$ cat config.mk
export PLATFORM = sky130hd
export DESIGN_NAME = bsr_seg
export DESIGN_NICKNAME = d
export VERILOG_FILES = /design/src/rtl/bsr_seg.sv
export SDC_FILE = /design/constraint.sdc
export NUM_CORES = 1
export LEC_CHECK = 0
export ABC_AREA = 1
export BUFFER_PORTS_ARGS = -buffer_cell sky130_fd_sc_hd__buf_4
export CAP_MARGIN = 40
export CORE_MARGIN = 4
export CORE_UTILIZATION = 35
export CTS_CLUSTER_SIZE = 14
export DETAILED_ROUTE_END_ITERATION = 8
export PLACE_DENSITY = 0.54
export SYNTH_ARGS = -nofsm -noshare
export SYNTH_HDL_FRONTEND = slang
export SYNTH_SLANG_ARGS = --single-unit
$ cat constraint.sdc
create_clock -name ICLK -period 3 [get_ports ICLK]
set_input_delay 0 -clock ICLK [delete_from_list [all_inputs] [get_ports ICLK]]
set_output_delay 0 -clock ICLK [all_outputs]
set_load 0.02 [all_outputs]
$ cat src/rtl/bsr_seg.sv
`default_nettype none
// ============================================================================
// Module      : bsr_seg
// Description : Segmented boundary-scan register; disabled segments collapse
//               to a single bypass flop, so chain length follows the config.
// Revision    : 1.0  initial release
// ============================================================================
module bsr_seg #(
  parameter int WIDTH = 32,
  parameter int SEGS  = 4
) (
  input  logic             ICLK,
  input  logic             RST,
  input  logic [WIDTH-1:0] p_data_in,
  output logic [WIDTH-1:0] p_data_out,
  input  logic             s_data_in,
  output logic             s_data_out,
  input  logic             mode,
  input  logic             capture_dr,
  input  logic             shift_dr,
  input  logic             update_dr,
  input  logic [SEGS-1:0]  seg_en,
  output logic [15:0]      chain_len,
  output logic [15:0]      shift_cnt
);

  localparam int c_SEG_W = WIDTH / SEGS;

  logic [WIDTH-1:0] r_sr;
  logic [WIDTH-1:0] r_ur;
  logic [SEGS-1:0]  r_byp;
  logic [SEGS-1:0]  r_seg_cfg;
  logic [15:0]      r_shift_cnt;

  logic [SEGS-1:0]  w_seg_in;
  logic [SEGS-1:0]  w_seg_out;
  logic [WIDTH-1:0] w_sr_sh;
  logic [SEGS-1:0]  w_byp_sh;
  logic [WIDTH-1:0] w_sr_cap;
  logic [SEGS-1:0]  w_byp_cap;
  logic [WIDTH-1:0] w_ur_upd;
  logic [15:0]      w_ones;

  // Serial path: each segment's output is its MSB cell or its bypass flop.
  always_comb begin
    w_seg_out = '0;
    w_seg_in  = '0;
    for (int k = 0; k < SEGS; k++) begin
      w_seg_out[k] = r_seg_cfg[k] ? r_sr[k*c_SEG_W + c_SEG_W - 1] : r_byp[k];
    end
    w_seg_in[0] = s_data_in;
    for (int k = 1; k < SEGS; k++) begin
      w_seg_in[k] = w_seg_out[k-1];
    end
  end

  always_comb begin
    w_sr_sh  = r_sr;
    w_byp_sh = r_byp;
    for (int k = 0; k < SEGS; k++) begin
      if (r_seg_cfg[k]) begin
        for (int j = c_SEG_W - 1; j > 0; j--) begin
          w_sr_sh[k*c_SEG_W + j] = r_sr[k*c_SEG_W + j - 1];
        end
        w_sr_sh[k*c_SEG_W] = w_seg_in[k];
      end else begin
        w_byp_sh[k] = w_seg_in[k];
      end
    end
  end

  // Capture uses the incoming seg_en, since it becomes the new topology.
  always_comb begin
    w_sr_cap  = r_sr;
    w_byp_cap = r_byp;
    w_ur_upd  = r_ur;
    for (int k = 0; k < SEGS; k++) begin
      if (!seg_en[k]) begin
        w_byp_cap[k] = 1'b0;
      end
      for (int j = 0; j < c_SEG_W; j++) begin
        if (seg_en[k]) begin
          w_sr_cap[k*c_SEG_W + j] = p_data_in[k*c_SEG_W + j];
        end
        if (r_seg_cfg[k]) begin
          w_ur_upd[k*c_SEG_W + j] = r_sr[k*c_SEG_W + j];
        end
      end
    end
  end

  always_comb begin
    w_ones = '0;
    for (int k = 0; k < SEGS; k++) begin
      w_ones = w_ones + 16'(r_seg_cfg[k]);
    end
  end

  always_ff @(posedge ICLK) begin
    if (RST) begin
      r_sr        <= '0;
      r_ur        <= '0;
      r_byp       <= '0;
      r_seg_cfg   <= '1;
      r_shift_cnt <= '0;
    end else if (capture_dr) begin
      r_seg_cfg   <= seg_en;
      r_sr        <= w_sr_cap;
      r_byp       <= w_byp_cap;
      r_shift_cnt <= '0;
    end else if (shift_dr) begin
      r_sr  <= w_sr_sh;
      r_byp <= w_byp_sh;
      if (r_shift_cnt != 16'hFFFF) begin
        r_shift_cnt <= r_shift_cnt + 16'd1;
      end
    end else if (update_dr) begin
      r_ur <= w_ur_upd;
    end
  end

  assign s_data_out = w_seg_out[SEGS-1];
  assign p_data_out = mode ? r_ur : p_data_in;
  assign chain_len  = w_ones * 16'(c_SEG_W) + (16'(SEGS) - w_ones);
  assign shift_cnt  = r_shift_cnt;

endmodule
`default_nettype wire

-- After elaboration in Yosys (flattened, before gate mapping)
Cells that the tools add are included.
- flip-flop bits (word level): 88
- word-level logic and storage cells: 107
- input bits: 43
- output and inout bits: 65
- add/sub/neg operators: 6
- reductions and logical operators: 19
- bitwise gates (word level): 2
- equal/unequal tests: 13
- multiplexer cells: 53
- operator list (operator ; number):
    32-bit 2-to-1 mux ; 3
    1-bit 2-to-1 mux ; 44
    8-bit 2-to-1 mux ; 4
    3-bit AND reduction ; 8
    16-bit by 1-bit adder with 16-bit output (second input constant) ; 1
    16-bit inequality test (second input constant) ; 1
    2-bit inequality test (second input constant) ; 8
    4-bit AND reduction ; 4
    2-bit nonzero test ; 5
    8-bit by 5-bit adder with 9-bit output ; 1
    4-bit 2-to-1 mux ; 2
    2-bit by 1-bit inequality test with 1-bit output (second input constant) ; 4
    3-bit by 4-bit subtractor with 5-bit output (first input constant) ; 1
    3-bit by 1-bit adder with 4-bit output ; 1
    2-bit by 1-bit adder with 3-bit output ; 1
    1-bit by 1-bit adder with 2-bit output ; 1
    1-bit NOT ; 2
    2-bit AND reduction ; 1
    2-bit OR reduction ; 1

-- Logic depth before layout (Yosys ltp)
- depth in word-level cells: 5
- gate-level depth with buffers: 10
- depth with buffers taken out: 10

-- Worst setup path after synthesis
OpenSTA, ideal clock, no wires.
- path type: register to output
- start point: register r_seg_cfg[0]
- end point: output port chain_len[5]
- buffers on the path: 0
- data arrival time: 2.595 ns
- path slack: 0.405 ns
- stages on the path, launching flop included: 10
- cells stage by stage: dfxtp_1 fa_1 ha_1 ha_1 inv_1 ha_1 inv_1 ha_1 fa_1 xor2_1
- cells in the longest elaborated chain, start to end: 5
- ends and longest elaborated chain (what ; line ; RTL):
    from (decl) ; 32 ; logic [SEGS-1:0] r_seg_cfg;
    from (signal assigned) ; 107 ; r_seg_cfg <= seg_en;
    1-bit by 1-bit adder with 2-bit output * ; 95 ; w_ones = w_ones + 16'(r_seg_cfg[k]);
    2-bit by 1-bit adder with 3-bit output * ; 95 ;
    3-bit by 1-bit adder with 4-bit output * ; 95 ;
    3-bit by 4-bit subtractor with 5-bit output ; 124 ; assign chain_len = w_ones * 16'(c_SEG_W) + (16'(SEGS) - w_ones);
    8-bit by 5-bit adder with 9-bit output * ; 124 ;
    to (decl) ; 23 ; output logic [15:0] chain_len,
Mark *: on every way between the ends. The rest lies on a longest branch, timed or not.

-- Worst setup path in the final report
- start point: register r_seg_cfg[3]
- end point: output port chain_len[5]
- cells in the longest elaborated chain, start to end: 3
- ends and longest elaborated chain (what ; line):
    3-bit by 1-bit adder with 4-bit output * ; 95
    3-bit by 4-bit subtractor with 5-bit output ; 124
    8-bit by 5-bit adder with 9-bit output * ; 124
Marks and branches as above.

==> summary.md <==
| Metric | Value |
|---|---|
| Status | `finished clean` |
| Core Area | `0.01221 sq mm` |
| DR DRC count | `0` |
| Arr. time, crit path | `2.85 ns` |
| Synth warn | `0` |
| Clock buffer depth | `2` |
| First-pass GRT wire length | `18490 microns` |
| Worst-Margin Slew | `0.6732 ns` |
| Area of placed instances | `0.005209 sq mm` |
| CP bufs+invs | `3` |
| Mapped Cells | `602` |
| Total CTS buffers | `9` |
| Vias | `4046` |
| Cell Chain, Critical Path | `fa_1, ha_2, ha_4, inv_1, ha_1, inv_1, ha_2, fa_1, xor2_1, buf_4` |
| Final WS setup | `0.1467 ns` |
| Most common cell after layout, fill and taps aside | `buf_4` |
| CP max-delay cell | `fa_1` |
| Total Die Area | `0.01459 sq mm` |
| DRT Wirelength | `11240 microns` |
| Relative slew slack | `0.5512` |
| Worst Setup EP | `chain_len[5]` |
| Clock Skew | `0.006735 ns` |
| Ratio of final minimum period to clock period | `0.9511` |
| Power density cells | `528.0 mW/mm^2` |
| WL/cell | `13.01 microns` |
| M1 WL | `5239 microns` |
| Vias per inst | `4.683` |
| Largest net degree at the start of global routing | `71` |
| Met2 WL post-DR | `5350 microns` |
| Fin cells | `864` |
| Top Metal Used | `met4` |
| Dpl ws | `0.2850 ns` |
| Period minus WS final | `2.853 ns` |
| Starting density of the core | `0.3647` |
| DRT iter0 DRCs | `299` |
| Detailed Place HPWL | `7994 microns` |
| Antenna violations before repair | `0` |
| Max VDD drop | `0.2557 mV` |
| H-tree depth | `3` |
| Worst setup SP type | `register` |
| Capture point of the worst reg-to-reg path | `shift_cnt[0]$_SDFFE_PP0P_` |
| Most frequent cells in the layout | `buf_4, o21ai_0, nand2_1` |
| Maxcap violations | `0` |
| Post-Syn Area per Cell | `7.397 sq um` |
| Met3 Wirelength | `536 microns` |
| Clk sink count | `88` |
| Synthesized cell area | `0.004453 sq mm` |
| Yosys reg bits | `88` |
| Final Hold Vio Count | `0` |
| Antenna Cells | `0` |
| Pleak | `2.434 nW` |
| Cell variety after synth | `29` |
| Area growth syn-to-layout | `25.15%` |
| # rows | `40` |
| Crit Path Class | `reg2out` |
| Fin area | `0.005573 sq mm` |
| I/O pin total | `108` |
| Final Util | `0.4564` |
| Fin Setup TNS | `0 ns` |
| Worst path required time | `3.00 ns` |
| GRT Overall Usage | `0.1541` |
| Pre-antenna DRT Iters | `4` |
| Worst stage delay on the critical path | `0.58 ns` |
| Register area share after synthesis | `0.3956` |
| Unrepaired setup endpoints after global routing | `no` |
| CTS tree | `yes` |
| Post-route ant nets | `0` |
| Reg-to-reg slack, setup | `1.40 ns` |
| Crit path from | `r_seg_cfg[3]$_SDFFE_PP1P_` |
| Setup Fix Bufs, Post-CTS | `0` |
| Port-buffer cells | `98` |
| CP Depth | `10` |
| Nets | `744` |
| Clock root buffer master | `clkbuf_16` |
| Placed insts | `841` |
| Fin. max-slew vios | `0` |
| GR Overflow Total | `0` |
| FMAX | `350.5 MHz` |
| Die Ht | `120.8 microns` |
| Clk_lat worst skew | `0.34 ns` |
| Final setup vio count | `0` |
| CP Capture Type | `primary output` |
| Gpl congestion | `0.7903` |
| Vias in the first global route | `3849` |
| Share of layout cells above drive strength 1 | `0.2557` |
| FF-to-FF Start | `shift_cnt[0]$_SDFFE_PP0P_` |
| Chip Width | `120.8 microns` |
| Final Power | `2.942 mW` |
| CTS clk-pin slew, worst paths | `0.06 ns` |
| Worst hold margin | `0.02901 ns` |
| FF-to-FF path depth | `8` |
| Crit-path leading delay family | `adder cells` |
| Crit-path max FO | `5` |
| HP Class | `in2reg` |
[worst min-delay path by stage]
stage	startpoint	endpoint	slack, ns	cells after the start
after global placement	RST	r_seg_cfg[0]$_SDFFE_PP1P_	0.23	2
final	p_data_in[31]	r_sr[31]$_SDFFE_PP0P_	0.03	5
after floorplan	RST	r_seg_cfg[0]$_SDFFE_PP1P_	0.11	1
after CTS	p_data_in[31]	r_sr[31]$_SDFFE_PP0P_	0.02	5
after detailed placement	RST	r_seg_cfg[2]$_SDFFE_PP1P_	0.23	2
after global routing	p_data_in[31]	r_sr[31]$_SDFFE_PP0P_	0.07	5
[flip-flops by register name, summed over array words and instances, names as in the netlist]
register / cells
r_byp: 4
r_seg_cfg: 4
r_sr: 32
r_ur: 32
shift_cnt: 16
[repair_timing]
action,in CTS,in global routing
pin swaps,0,2
hold buffers,7,0
hold endpoints to repair,8,0
setup endpoints to repair,2,2
resized for setup,2,4
[cell families after synthesis]
kind of cell             synth area share
multiplexers                      0.07333
buffers and inverters              0.1099
adder cells (fa/ha/maj)           0.03147
AND/OR/NAND/NOR                    0.1798
other                           0.0008421
flip-flops                         0.3956
AO/OA/AOI/OAI                      0.2071
XOR/XNOR                         0.001967
[power breakdown]
group	internal [mW]	switching [mW]
clock network	0.561	0.480
logic	0.264	0.365
registers	1.24	0.0316
total	2.07	0.877
[tightest hold or removal path: stages]
cell and delay, ns:
buf_4 0.09, nand2_1 0.04, o21ai_0 0.06, nor2_1 0.05
nor2_1 0.08
[synth_stat cells, drive strengths merged]
cell,n,share of area
nand2,99,0.086
nand3,15,0.018
clkbuf,10,0.0084
ha,8,0.022
nor3,1,0.0011
a21oi,75,0.084
xor2,1,0.0020
or2,2,0.0028
o21ai,107,0.12
conb,1,0.00084
nor2,68,0.065
nand4,2,0.0062
a21boi,1,0.0017
fa,2,0.0090
mux2,29,0.073
buf,27,0.045
dfxtp,88,0.40
inv,66,0.056
[routing by layer]
| metal | vias to the layer above | track usage |
|---|---|---|
| met5 | - | 0 |
| met4 | 0 | 0.03612 |
| met3 | 11 | 0.03882 |
| met2 | 84 | 0.2613 |
| met1 | 1820 | 0.1970 |
| li1 | 2131 | - |
[area by class of cell]
cell class                      instances  area, sq um
Inverter                               66        250.2
Clock inverter                          7        47.55
Tap cell                              168        210.2
Clock buffer                            9        225.2
Multi-Input combinational cell        419         2250
Fill cell                            1271         6639
Timing Repair Buffer                  107        824.5
Sequential cell                        88         1765
Note: power is estimated with default switching activity, not from simulation.
